===== src/rtl/seg7_pkg.sv =====
// Shared definitions for the multiplexed seven-segment display block.
//   - bcd_state_e : conversion FSM encoding (IDLE, SHIFT, DONE)
//   - AN_BLANK    : all-ones anode pattern (every digit off), sliced to width
//   - pow10(n)    : 10**n, used for the overflow threshold
package seg7_pkg;

  typedef enum logic [1:0] {IDLE, SHIFT, DONE} bcd_state_e;

  localparam logic [31:0] AN_BLANK = '1;

  function automatic logic [63:0] pow10(input int n);
    logic [63:0] r;
    r = 64'd1;
    for (int i = 0; i < n; i++) r = r * 64'd10;
    return r;
  endfunction

endpackage


===== src/rtl/multi_digit_7seg_scan_if.sv =====
// Bus between the score/timer logic and the display block.
//   master : drives value/load/blank_lz/dp_in, reads seg/dp/an/busy/ovf
//   slave  : the display block itself
interface multi_digit_7seg_scan_if #(
  parameter int NUM_DIGITS = 4,
  parameter int BIN_W      = 14
);
  logic [BIN_W-1:0]      value;
  logic                  load;
  logic                  blank_lz;
  logic [NUM_DIGITS-1:0] dp_in;
  logic [6:0]            seg;
  logic                  dp;
  logic [NUM_DIGITS-1:0] an;
  logic                  busy;
  logic                  ovf;

  modport master (output value, load, blank_lz, dp_in,
                  input  seg, dp, an, busy, ovf);
  modport slave  (input  value, load, blank_lz, dp_in,
                  output seg, dp, an, busy, ovf);
endinterface


===== src/rtl/bin2bcd_seq.sv =====
// Sequential double-dabble converter, one bit per clock.
//   load_i/value_i : capture request (ignored while busy)
//   busy_o         : conversion in flight (state != IDLE)
//   done_o         : high for the single DONE cycle; result_o valid then
//   result_o       : BCD digits, or all nines on overflow
//   ovf_o          : last captured value did not fit in NUM_DIGITS digits
module bin2bcd_seq import seg7_pkg::*; #(
  parameter int BIN_W      = 14,
  parameter int NUM_DIGITS = 4
) (
  input  logic                        clk,
  input  logic                        rst_n,
  input  logic                        load_i,
  input  logic [BIN_W-1:0]            value_i,
  output logic                        busy_o,
  output logic                        done_o,
  output logic                        ovf_o,
  output logic [NUM_DIGITS-1:0][3:0]  result_o
);
  localparam int CNT_W = $clog2(BIN_W + 1);

  bcd_state_e                state_q;
  logic [BIN_W-1:0]          bin_q;
  logic [NUM_DIGITS-1:0][3:0] bcd_q, adj;
  logic [CNT_W-1:0]          cnt_q;
  logic                      ovf_pend_q, ovf_q, ready_q;
  logic [4*NUM_DIGITS+BIN_W-1:0] sh;

  // add-3 on every nibble >= 5, then shift the combined register
  always_comb begin
    adj = bcd_q;
    for (int i = 0; i < NUM_DIGITS; i++)
      if (bcd_q[i] >= 4'd5) adj[i] = bcd_q[i] + 4'd3;
    sh = {adj, bin_q} << 1;
  end

  // ready_q masks a load that coincides with the first edge after reset release
  always_ff @(posedge clk or negedge rst_n) begin
    if (!rst_n) begin
      state_q    <= IDLE;
      bin_q      <= '0;
      bcd_q      <= '0;
      cnt_q      <= '0;
      ovf_pend_q <= 1'b0;
      ovf_q      <= 1'b0;
      ready_q    <= 1'b0;
    end else begin
      ready_q <= 1'b1;
      case (state_q)
        IDLE: if (load_i && ready_q) begin
          bin_q      <= value_i;
          bcd_q      <= '0;
          cnt_q      <= CNT_W'(BIN_W);
          ovf_pend_q <= (64'(value_i) >= pow10(NUM_DIGITS));
          state_q    <= SHIFT;
        end
        SHIFT: begin
          {bcd_q, bin_q} <= sh;
          cnt_q          <= cnt_q - 1'b1;
          if (cnt_q == CNT_W'(1)) state_q <= DONE;
        end
        DONE: begin
          ovf_q   <= ovf_pend_q;
          state_q <= IDLE;
        end
        default: state_q <= IDLE;
      endcase
    end
  end

  assign busy_o   = (state_q != IDLE);
  assign done_o   = (state_q == DONE);
  assign ovf_o    = ovf_q;
  assign result_o = ovf_pend_q ? {NUM_DIGITS{4'd9}} : bcd_q;
endmodule


===== src/rtl/seven_seg_decoder.sv =====
// BCD digit to common-anode segment pattern.
//   digit_i : 4-bit digit (10..15 show nothing)
//   seg_o   : {g,f,e,d,c,b,a}, active-low
module seven_seg_decoder (
  input  logic [3:0] digit_i,
  output logic [6:0] seg_o
);
  always_comb begin
    case (digit_i)
      4'd0:    seg_o = 7'h40;
      4'd1:    seg_o = 7'h79;
      4'd2:    seg_o = 7'h24;
      4'd3:    seg_o = 7'h30;
      4'd4:    seg_o = 7'h19;
      4'd5:    seg_o = 7'h12;
      4'd6:    seg_o = 7'h02;
      4'd7:    seg_o = 7'h78;
      4'd8:    seg_o = 7'h00;
      4'd9:    seg_o = 7'h10;
      default: seg_o = 7'h7F;
    endcase
  end
endmodule


===== src/rtl/multi_digit_7seg_scan.sv =====
// Binary value -> BCD -> time-multiplexed common-anode display.
//   clk_1k : scan and conversion clock, one digit per cycle
//   rst_n  : async active-low reset
//   io     : value/load/blank_lz/dp_in in; seg/dp/an/busy/ovf out
module multi_digit_7seg_scan import seg7_pkg::*; #(
  parameter int NUM_DIGITS = 4,
  parameter int BIN_W      = 14
) (
  input  logic                   clk_1k,
  input  logic                   rst_n,
  multi_digit_7seg_scan_if.slave io
);
  localparam int IDX_W = (NUM_DIGITS > 1) ? $clog2(NUM_DIGITS) : 1;

  logic [IDX_W-1:0]           idx_q;
  logic [NUM_DIGITS-1:0][3:0] disp_q, result;
  logic                       done;
  logic [NUM_DIGITS-1:0]      blank, an_d;
  logic                       run;
  logic [3:0]                 nibble;

  bin2bcd_seq #(.BIN_W(BIN_W), .NUM_DIGITS(NUM_DIGITS)) u_conv (
    .clk      (clk_1k),
    .rst_n    (rst_n),
    .load_i   (io.load),
    .value_i  (io.value),
    .busy_o   (io.busy),
    .done_o   (done),
    .ovf_o    (io.ovf),
    .result_o (result)
  );

  // display register only moves on DONE, so partial results never show
  always_ff @(posedge clk_1k or negedge rst_n) begin
    if (!rst_n) begin
      idx_q  <= '0;
      disp_q <= '0;
    end else begin
      idx_q <= (idx_q == IDX_W'(NUM_DIGITS - 1)) ? '0 : idx_q + 1'b1;
      if (done) disp_q <= result;
    end
  end

  // walk down from the top digit; blank while the run of zeros is unbroken
  always_comb begin
    run   = 1'b1;
    blank = '0;
    for (int i = NUM_DIGITS - 1; i >= 0; i--) begin
      run      = run && (disp_q[i] == 4'd0);
      blank[i] = io.blank_lz && run && (i != 0);
    end
  end

  always_comb begin
    an_d = AN_BLANK[NUM_DIGITS-1:0];
    if (!blank[idx_q]) an_d[idx_q] = 1'b0;
  end

  assign nibble = disp_q[idx_q];
  assign io.an  = an_d;
  assign io.dp  = ~io.dp_in[idx_q];

  seven_seg_decoder u_dec (
    .digit_i (nibble),
    .seg_o   (io.seg)
  );
endmodule


===== src/flat_wrapper.sv =====
// flat-port wrapper written by rule: the top's interface ports become plain ports
module multi_digit_7seg_scan_flat import seg7_pkg::*;
#(
  parameter int NUM_DIGITS = 4,
  parameter int BIN_W      = 14
)
  (clk_1k, rst_n, io_value, io_load, io_blank_lz, io_dp_in, io_seg, io_dp, io_an, io_busy, io_ovf);
  multi_digit_7seg_scan_if #(.NUM_DIGITS(NUM_DIGITS), .BIN_W(BIN_W)) io_i ();
  input  logic clk_1k;
  input  logic rst_n;
  input wire logic [$bits(io_i.value)-1:0] io_value;
  input wire logic [$bits(io_i.load)-1:0] io_load;
  input wire logic [$bits(io_i.blank_lz)-1:0] io_blank_lz;
  input wire logic [$bits(io_i.dp_in)-1:0] io_dp_in;
  output wire logic [$bits(io_i.seg)-1:0] io_seg;
  output wire logic [$bits(io_i.dp)-1:0] io_dp;
  output wire logic [$bits(io_i.an)-1:0] io_an;
  output wire logic [$bits(io_i.busy)-1:0] io_busy;
  output wire logic [$bits(io_i.ovf)-1:0] io_ovf;
  assign io_i.value = io_value;
  assign io_i.load = io_load;
  assign io_i.blank_lz = io_blank_lz;
  assign io_i.dp_in = io_dp_in;
  assign io_seg = io_i.seg;
  assign io_dp = io_i.dp;
  assign io_an = io_i.an;
  assign io_busy = io_i.busy;
  assign io_ovf = io_i.ovf;
  multi_digit_7seg_scan #(.NUM_DIGITS(NUM_DIGITS), .BIN_W(BIN_W)) u_core (.clk_1k(clk_1k), .rst_n(rst_n), .io(io_i));
endmodule

===== config.mk =====
export PLATFORM = sky130hd
export DESIGN_NAME = multi_digit_7seg_scan_flat
export DESIGN_NICKNAME = d
export VERILOG_FILES = /design/src/rtl/seg7_pkg.sv /design/src/rtl/multi_digit_7seg_scan_if.sv /design/src/rtl/bin2bcd_seq.sv /design/src/rtl/seven_seg_decoder.sv /design/src/rtl/multi_digit_7seg_scan.sv /design/src/flat_wrapper.sv
export SDC_FILE = /design/constraint.sdc
export NUM_CORES = 1
export LEC_CHECK = 0
export ABC_AREA = 1
export CAP_MARGIN = 40
export CORE_AREA = 2 2 127 67
export DETAILED_ROUTE_END_ITERATION = 8
export DIE_AREA = 0 0 129 69
export PLACE_DENSITY_LB_ADDON = 0.2
export SETUP_SLACK_MARGIN = 0.3
export SLEW_MARGIN = 10
export SYNTH_ARGS = -nofsm -noshare
export SYNTH_HDL_FRONTEND = slang
export SYNTH_SLANG_ARGS = --single-unit

===== constraint.sdc =====
create_clock -name clk_1k -period 2 [get_ports clk_1k]
set_clock_uncertainty 0.05 [all_clocks]
set_input_delay 0.4 -clock clk_1k [delete_from_list [all_inputs] [get_ports clk_1k]]
set_output_delay 0.4 -clock clk_1k [all_outputs]
set_load 0.02 [all_outputs]

Yosys cells after proc, flatten, opt, wreduce, memory -nomap -nowiden
Memory sizes are Yosys's and may differ from the RTL's.
Cells that the tools add are included.
{ "word_totals": {"out_inout_bits": 14, "memories": 1, "mem_bits_ro": 112, "register_bits": 57, "in_bits": 22, "wordCells": 77} }
{ "mem_list": {"columns": ["memory", "words", "word_bits", "rd", "rd_clocked_by_memory_dff", "wr", "line_no", "text"], "rows": [
  ["(name not given)", 16, 7, 1, 0, 0, "seven_seg_decoder.sv:9", "case (digit_i)"]
]} }
{ "classes": {"reduce_logical": 16, "bitwise": 2, "add_sub_neg": 6, "eq_ne": 6, "magnitude_cmp": 7, "mux": 24} }
{ "op_table": {"columns": ["op", "count"], "rows": [
  ["two-way mux 16 bit", 2],
  ["case mux 16 bit (2 select lines)", 1],
  ["case mux 14 bit (2 select lines)", 1],
  ["two-way mux 4 bit", 6],
  ["greater-or-equal comparator 4 x 3 -> 1 bit, second input constant", 4],
  ["greater-or-equal comparator 14 bit, second input constant", 1],
  ["two-way mux 14 bit", 1],
  ["adder 4 x 2 -> 4 bit, second input constant", 3],
  ["logical NOT 4 bit", 3],
  ["binary-select mux 4 bit (select 2 bit)", 1],
  ["case mux 4 bit (2 select lines)", 1],
  ["logical AND 1 bit", 7],
  ["two-way mux 2 bit", 3],
  ["AND reduction 2 bit", 3],
  ["binary-select mux 1 bit (select 2 bit)", 2],
  ["== test 2 bit, second input constant", 2],
  ["== test 4 x 1 -> 1 bit, second input constant", 1],
  ["!= test 2 bit, second input constant", 2],
  ["NOT 4 bit", 1],
  ["case mux 2 bit (2 select lines)", 1],
  ["nonzero test 2 bit", 2],
  ["subtractor 4 x 1 -> 4 bit, second input constant", 1],
  ["adder 3 x 2 -> 3 bit, second input constant", 1],
  ["< comparator 2 x 3 -> 1 bit, second input constant", 1],
  ["other kinds (8)", 10]
]} }

Longest topological paths before layout
{ "logic_depth": {"depth_word": 7, "depth_mapped": 11, "mapped_depth_nobuf": 10} }

Cells and area by module
From an unflattened synthesis, not the netlist that was laid out.
{ "unflattened": {"cells_unflattened": 456, "area_unflattened_um2": 3432.0} }
{ "by_module_without_submodules": {"columns": ["module", "n_inst", "area_per_inst_um2", "cells_per_inst", "seq_area_each_um2"], "rows": [
  ["bin2bcd_seq", 1, 2288.4, 319, 975.9],
  ["multi_digit_7seg_scan", 1, 955.9, 102, 450.4],
  ["seven_seg_decoder", 1, 187.7, 35, 0.0]
]} }

Worst setup path before layout
Ideal clock, no wire load.
{ "synth_timing": {"kind": "register to output", "startpoint": "reg u_core.idx_q[0]", "endpoint": "out io_seg[1]", "t_arrival_ns": 1.528, "path_buffers": 1, "t_required_ns": 1.550, "path_stages_with_launch": 11, "setup_slack_ns": 0.022, "path_cell_list": "dfrtp_1 > buf_4 > nand2_1 > nand3_2 > nand2_1 > inv_1 > ha_1 > nand3_1 > nand2_1 > nand2_1 > inv_1"} }
{ "synth_between": {"elab_chain_cells": 3} }
{ "synth_lines": {"columns": ["element", "line_no", "text"], "rows": [
  ["from (decl)", "multi_digit_7seg_scan.sv:15", "logic [IDX_W-1:0] idx_q;"],
  ["from (signal assigned)", "multi_digit_7seg_scan.sv:39", "idx_q <= (idx_q == IDX_W'(NUM_DIGITS - 1)) ? '0 : idx_q + 1'b1;"],
  ["binary-select mux 4 bit (select 2 bit)", "multi_digit_7seg_scan.sv:59", "assign nibble = disp_q[idx_q];"],
  ["two-way mux 4 bit (not written as such)", "multi_digit_7seg_scan.sv:59", null],
  ["memory (16 x 7 bit)", null, null],
  ["to (decl)", "flat_wrapper.sv:15", "output wire logic [$bits(io_i.seg)-1:0] io_seg;"]
]} }
Every way passes these cells. The select of a mux whose other input is x is not followed.

Worst setup path after layout
{ "layout_timing": {"startpoint": "reg u_core.idx_q[0]", "endpoint": "out io_seg[5]"} }
Same word-level chain as after synthesis.

==> flow_metrics.py <==
metrics = {
    "yosys": {
        "synth_nets": 453,
        "synth_cell_types": 32,
        "ys.flop_type": "dfrtp_1",
        "synth_enable_flop_cells": 0,
        "synthTopCellsByArea": "dfrtp_1, nand2_1, ha_1",
        "synthArstFlopShare_pct": 100,
        "synth_seq_area_share_pct": 40.8,
        "postSynthRegisterBits": 57,
        "ys_warn_count": 0,
        "synth.top_cell.area_share_pct": 40.8,
        "yosysTopAreaCell": "dfrtp_1",
        "yosysMostFrequentCell": "nand2_1",
        "syn_area_sq_um": 3490,
        "netlist_top_cells_count": "nand2_1, inv_1, dfrtp_1",
        "syn_area_per_cell_sq_um": 8.48,
        "synth_cells": 412,
    },
    "worst_hold_path": {
        "hold_class": "reg2reg",
        "holdCritStartpoint": "u_core.u_conv.cnt_q[3]",
        "holdPathStages": 2,
        "hold_path_end": "u_core.u_conv.cnt_q[3]",
    },
    "sta": {
        "setup_tns_ns": -2.33,
        "fmax_ghz": 0.418,
        "holdWs_ns": 0.430,
        "layout_min_cycle_time_ns": 2.39,
        "rsz0062_at_grt": "yes",
        "hold_viol": 0,
        "drv_slew": 0,
        "finalCritPeriodShare_pct": 120,
        "setup_slack_ns": -0.391,
        "setup_viol": 7,
    },
    "critical_path": {
        "reg2reg_from": "u_core.u_conv.bcd_q[8]",
        "r2r-end": "u_core.u_conv.bcd_q[10]",
        "cp_max_fo": 8,
        "critPathKind": "reg2out",
        "reg2reg_depth": 9,
        "arrival_ns": 1.94,
        "r2r_setup_slack_ns": 0.45,
        "endpoint_kind": "primary output",
        "critPathLaunchType": "flop",
        "cp.required_ns": 1.55,
    },
    "floorplanning": {
        "die_w_microns": 129,
        "core_sq_um": 7800,
        "io_pins": 36,
        "dieArea_sq_um": 8900,
        "initial_utilization_pct": 44.8,
        "fp.dieH_microns": 69,
        "rows": 23,
    },
    "place": {
        "placed_cells": 568,
        "io_buffer_count": 35,
        "place.gp.congestion": 0.829,
        "dpl_cell_area_sq_um": 4070,
        "dp_hpwl_microns": 5760,
    },
    "detailed_routing": {
        "wl_met3_microns": 610,
        "met1_length_microns": 4290,
        "routed_via_density": 5.03,
        "antenna_left": 0,
        "drc": 0,
        "drt-pass1-iter-count": 4,
        "routedWlPerCell_microns": 14.6,
        "wirelength_microns": 8750,
        "wl_met2_microns": 3770,
        "drtIter0Drc": 246,
        "vias": 3019,
        "routed.top_layer": "met4",
    },
    "pwr": {
        "ir_drop_v": 0.000788,
        "p_per_area_nw_per_um2": 1610,
        "swShare_pct": 43.1,
        "p_leak_nw": 2.33,
        "comb_power_share_pct": 54.1,
        "switchingPower_mw": 3.28,
        "power.internal_mw": 4.34,
        "seq_power_share_pct": 25.8,
        "finalPower_mw": 7.61,
        "pwr-share-clk_pct": 20.1,
    },
    "grt": {
        "grt_max_degree": 39,
        "first_global_vias": 2865,
        "grtUsageTotal_pct": 19.7,
        "grt_overflow": 0,
        "antenna_found_initial": 0,
        "grt_pass1_wl_microns": 13800,
    },
    "clocking": {
        "cts_htree_levels": 3,
        "cts-root-buf": "clkbuf_16",
        "cts.sinks": 57,
        "tritoncts": "yes",
        "numCtsBuffers": 9,
        "clk_path_buf_depth": 2,
        "clk_pin_slew_ns": 0.05,
        "clk_latency_ns": 0.33,
    },
    "layout": {
        "antenna_cells": 0,
        "nNetsFinal": 525,
        "fillCellCount": 654,
        "fin_area_sq_um": 4740,
        "multi_input_area_sq_um": 1930,
        "seq_area_sq_um": 1430,
        "area.growth.synth_to_final_pct": 35.6,
        "final_cells": 600,
        "drive_above_1_share_pct": 34.6,
    },
    "outcome": {
        "violations": "setup timing",
        "status": "finished, violations left",
    },
    "run": {
        "maxCapViolCount": 0,
    },
}
==> worst max-delay path, stage by stage, from the launching register on <==
cell	delay (ns)
dfrtp_2	0.47
inv_4	0.12
nand2_2	0.08
nand3_4	0.08
nand2_4	0.08
buf_6	0.13
ha_4	0.14
nand3b_1	0.18
nand3_1	0.13
nand2_2	0.07
buf_6	0.13
==> metrics by stage <==
stage | setup slack, ns | utilization, %
final | -0.391 | 60.7
after global routing | -0.474 | 60.7
after CTS | -0.311 | 58.2
after global placement | -0.429 | 52.2
after detailed placement | -0.511 | 52.2
after floorplan | 0.131 | -
==> kinds of logic after synthesis <==
| kind of cell | Yosys count | share of synthesized area, % |
|---|---|---|
| other | 1 | 0.107 |
| XOR/XNOR | 1 | 0.251 |
| buffers and inverters | 79 | 11.1 |
| AO/OA/AOI/OAI | 76 | 15.5 |
| AND/OR/NAND/NOR | 179 | 25.5 |
| flip-flops | 57 | 40.8 |
| adder cells (fa/ha/maj) | 19 | 6.81 |
==> worst max-delay path by stage <==
stage                          startpoint  cells past startpoint  slack, ns   endpoint
final                     u_core.idx_q[0]                     10      -0.39  io_seg[5]
after global routing      u_core.idx_q[0]                     10      -0.47  io_seg[5]
after CTS                 u_core.idx_q[0]                     10      -0.31  io_seg[0]
after detailed placement  u_core.idx_q[0]                     11      -0.51  io_seg[3]
after global placement        io_blank_lz                      6      -0.43   io_an[3]
after floorplan           u_core.idx_q[0]                     11       0.13  io_seg[1]
==> layer usage <==
layer,track usage [%],vias up
li1,-,1476
met1,29.5,1444
met2,27.2,87
met3,6.68,12
met4,4.35,0
met5,0,-
==> sequential cells by signal, summed over array words and instances, names as in the netlist <==
| signal | count |
|---|---|
| u_core.u_conv.ready_q | 1 |
| u_core.u_conv.cnt_q | 4 |
| u_core.idx_q | 2 |
| u_core.u_conv.bin_q | 14 |
| u_core.disp_q | 16 |
| u_core.u_conv.ovf_pend_q | 1 |
| u_core.u_conv.state_q | 2 |
| u_core.u_conv.ovf_o | 1 |
| u_core.u_conv.bcd_q | 16 |
==> what timing repair did <==
item,4_1_cts,5_1_grt
pin swaps,22,17
hold buffers,1,0
buffers inserted,11,5
gates resized for setup,93,35
endpoints found under the hold margin,19,0
endpoints found under the setup margin,14,14
==> final cells by class <==
| cell class | count | area share, % |
|---|---|---|
| repair buffers | 73 | 14.4 |
| inverters | 67 | 5.52 |
| clock buffers | 12 | 5.41 |
| well taps | 112 | 2.96 |
| clock inverters | 3 | 0.845 |
| multi-input cells | 276 | 40.7 |
| flip-flops and latches | 57 | 30.2 |
==> power by group through the flow <==
| stage | logic (mW) | clock network [mW] | registers [mW] |
|---|---|---|---|
| after floorplan | 2.82 | 0 | 1.88 |
| after detailed placement | 3.64 | 0 | 1.95 |
| after CTS | 3.81 | 1.55 | 1.95 |
| after global placement | 3.54 | 0 | 1.94 |
| after global routing | 4.56 | 1.61 | 2.02 |
| final | 4.12 | 1.53 | 1.97 |
==> cells in the final DEF (no fill, tap or decap), drive strengths merged, types with 2 or more instances in the layout <==
master	n
nor3	2
ha	19
nand3	37
dfrtp	57
a21oi	6
clkinv	2
nand2	113
inv	67
o22ai	12
nand3b	2
a22oi	5
nor2	22
clkdlybuf4s50	20
clkbuf	12
buf	50
nand4	2
o21ai	50
o211ai	2
Power figures use the tool's default switching activity.
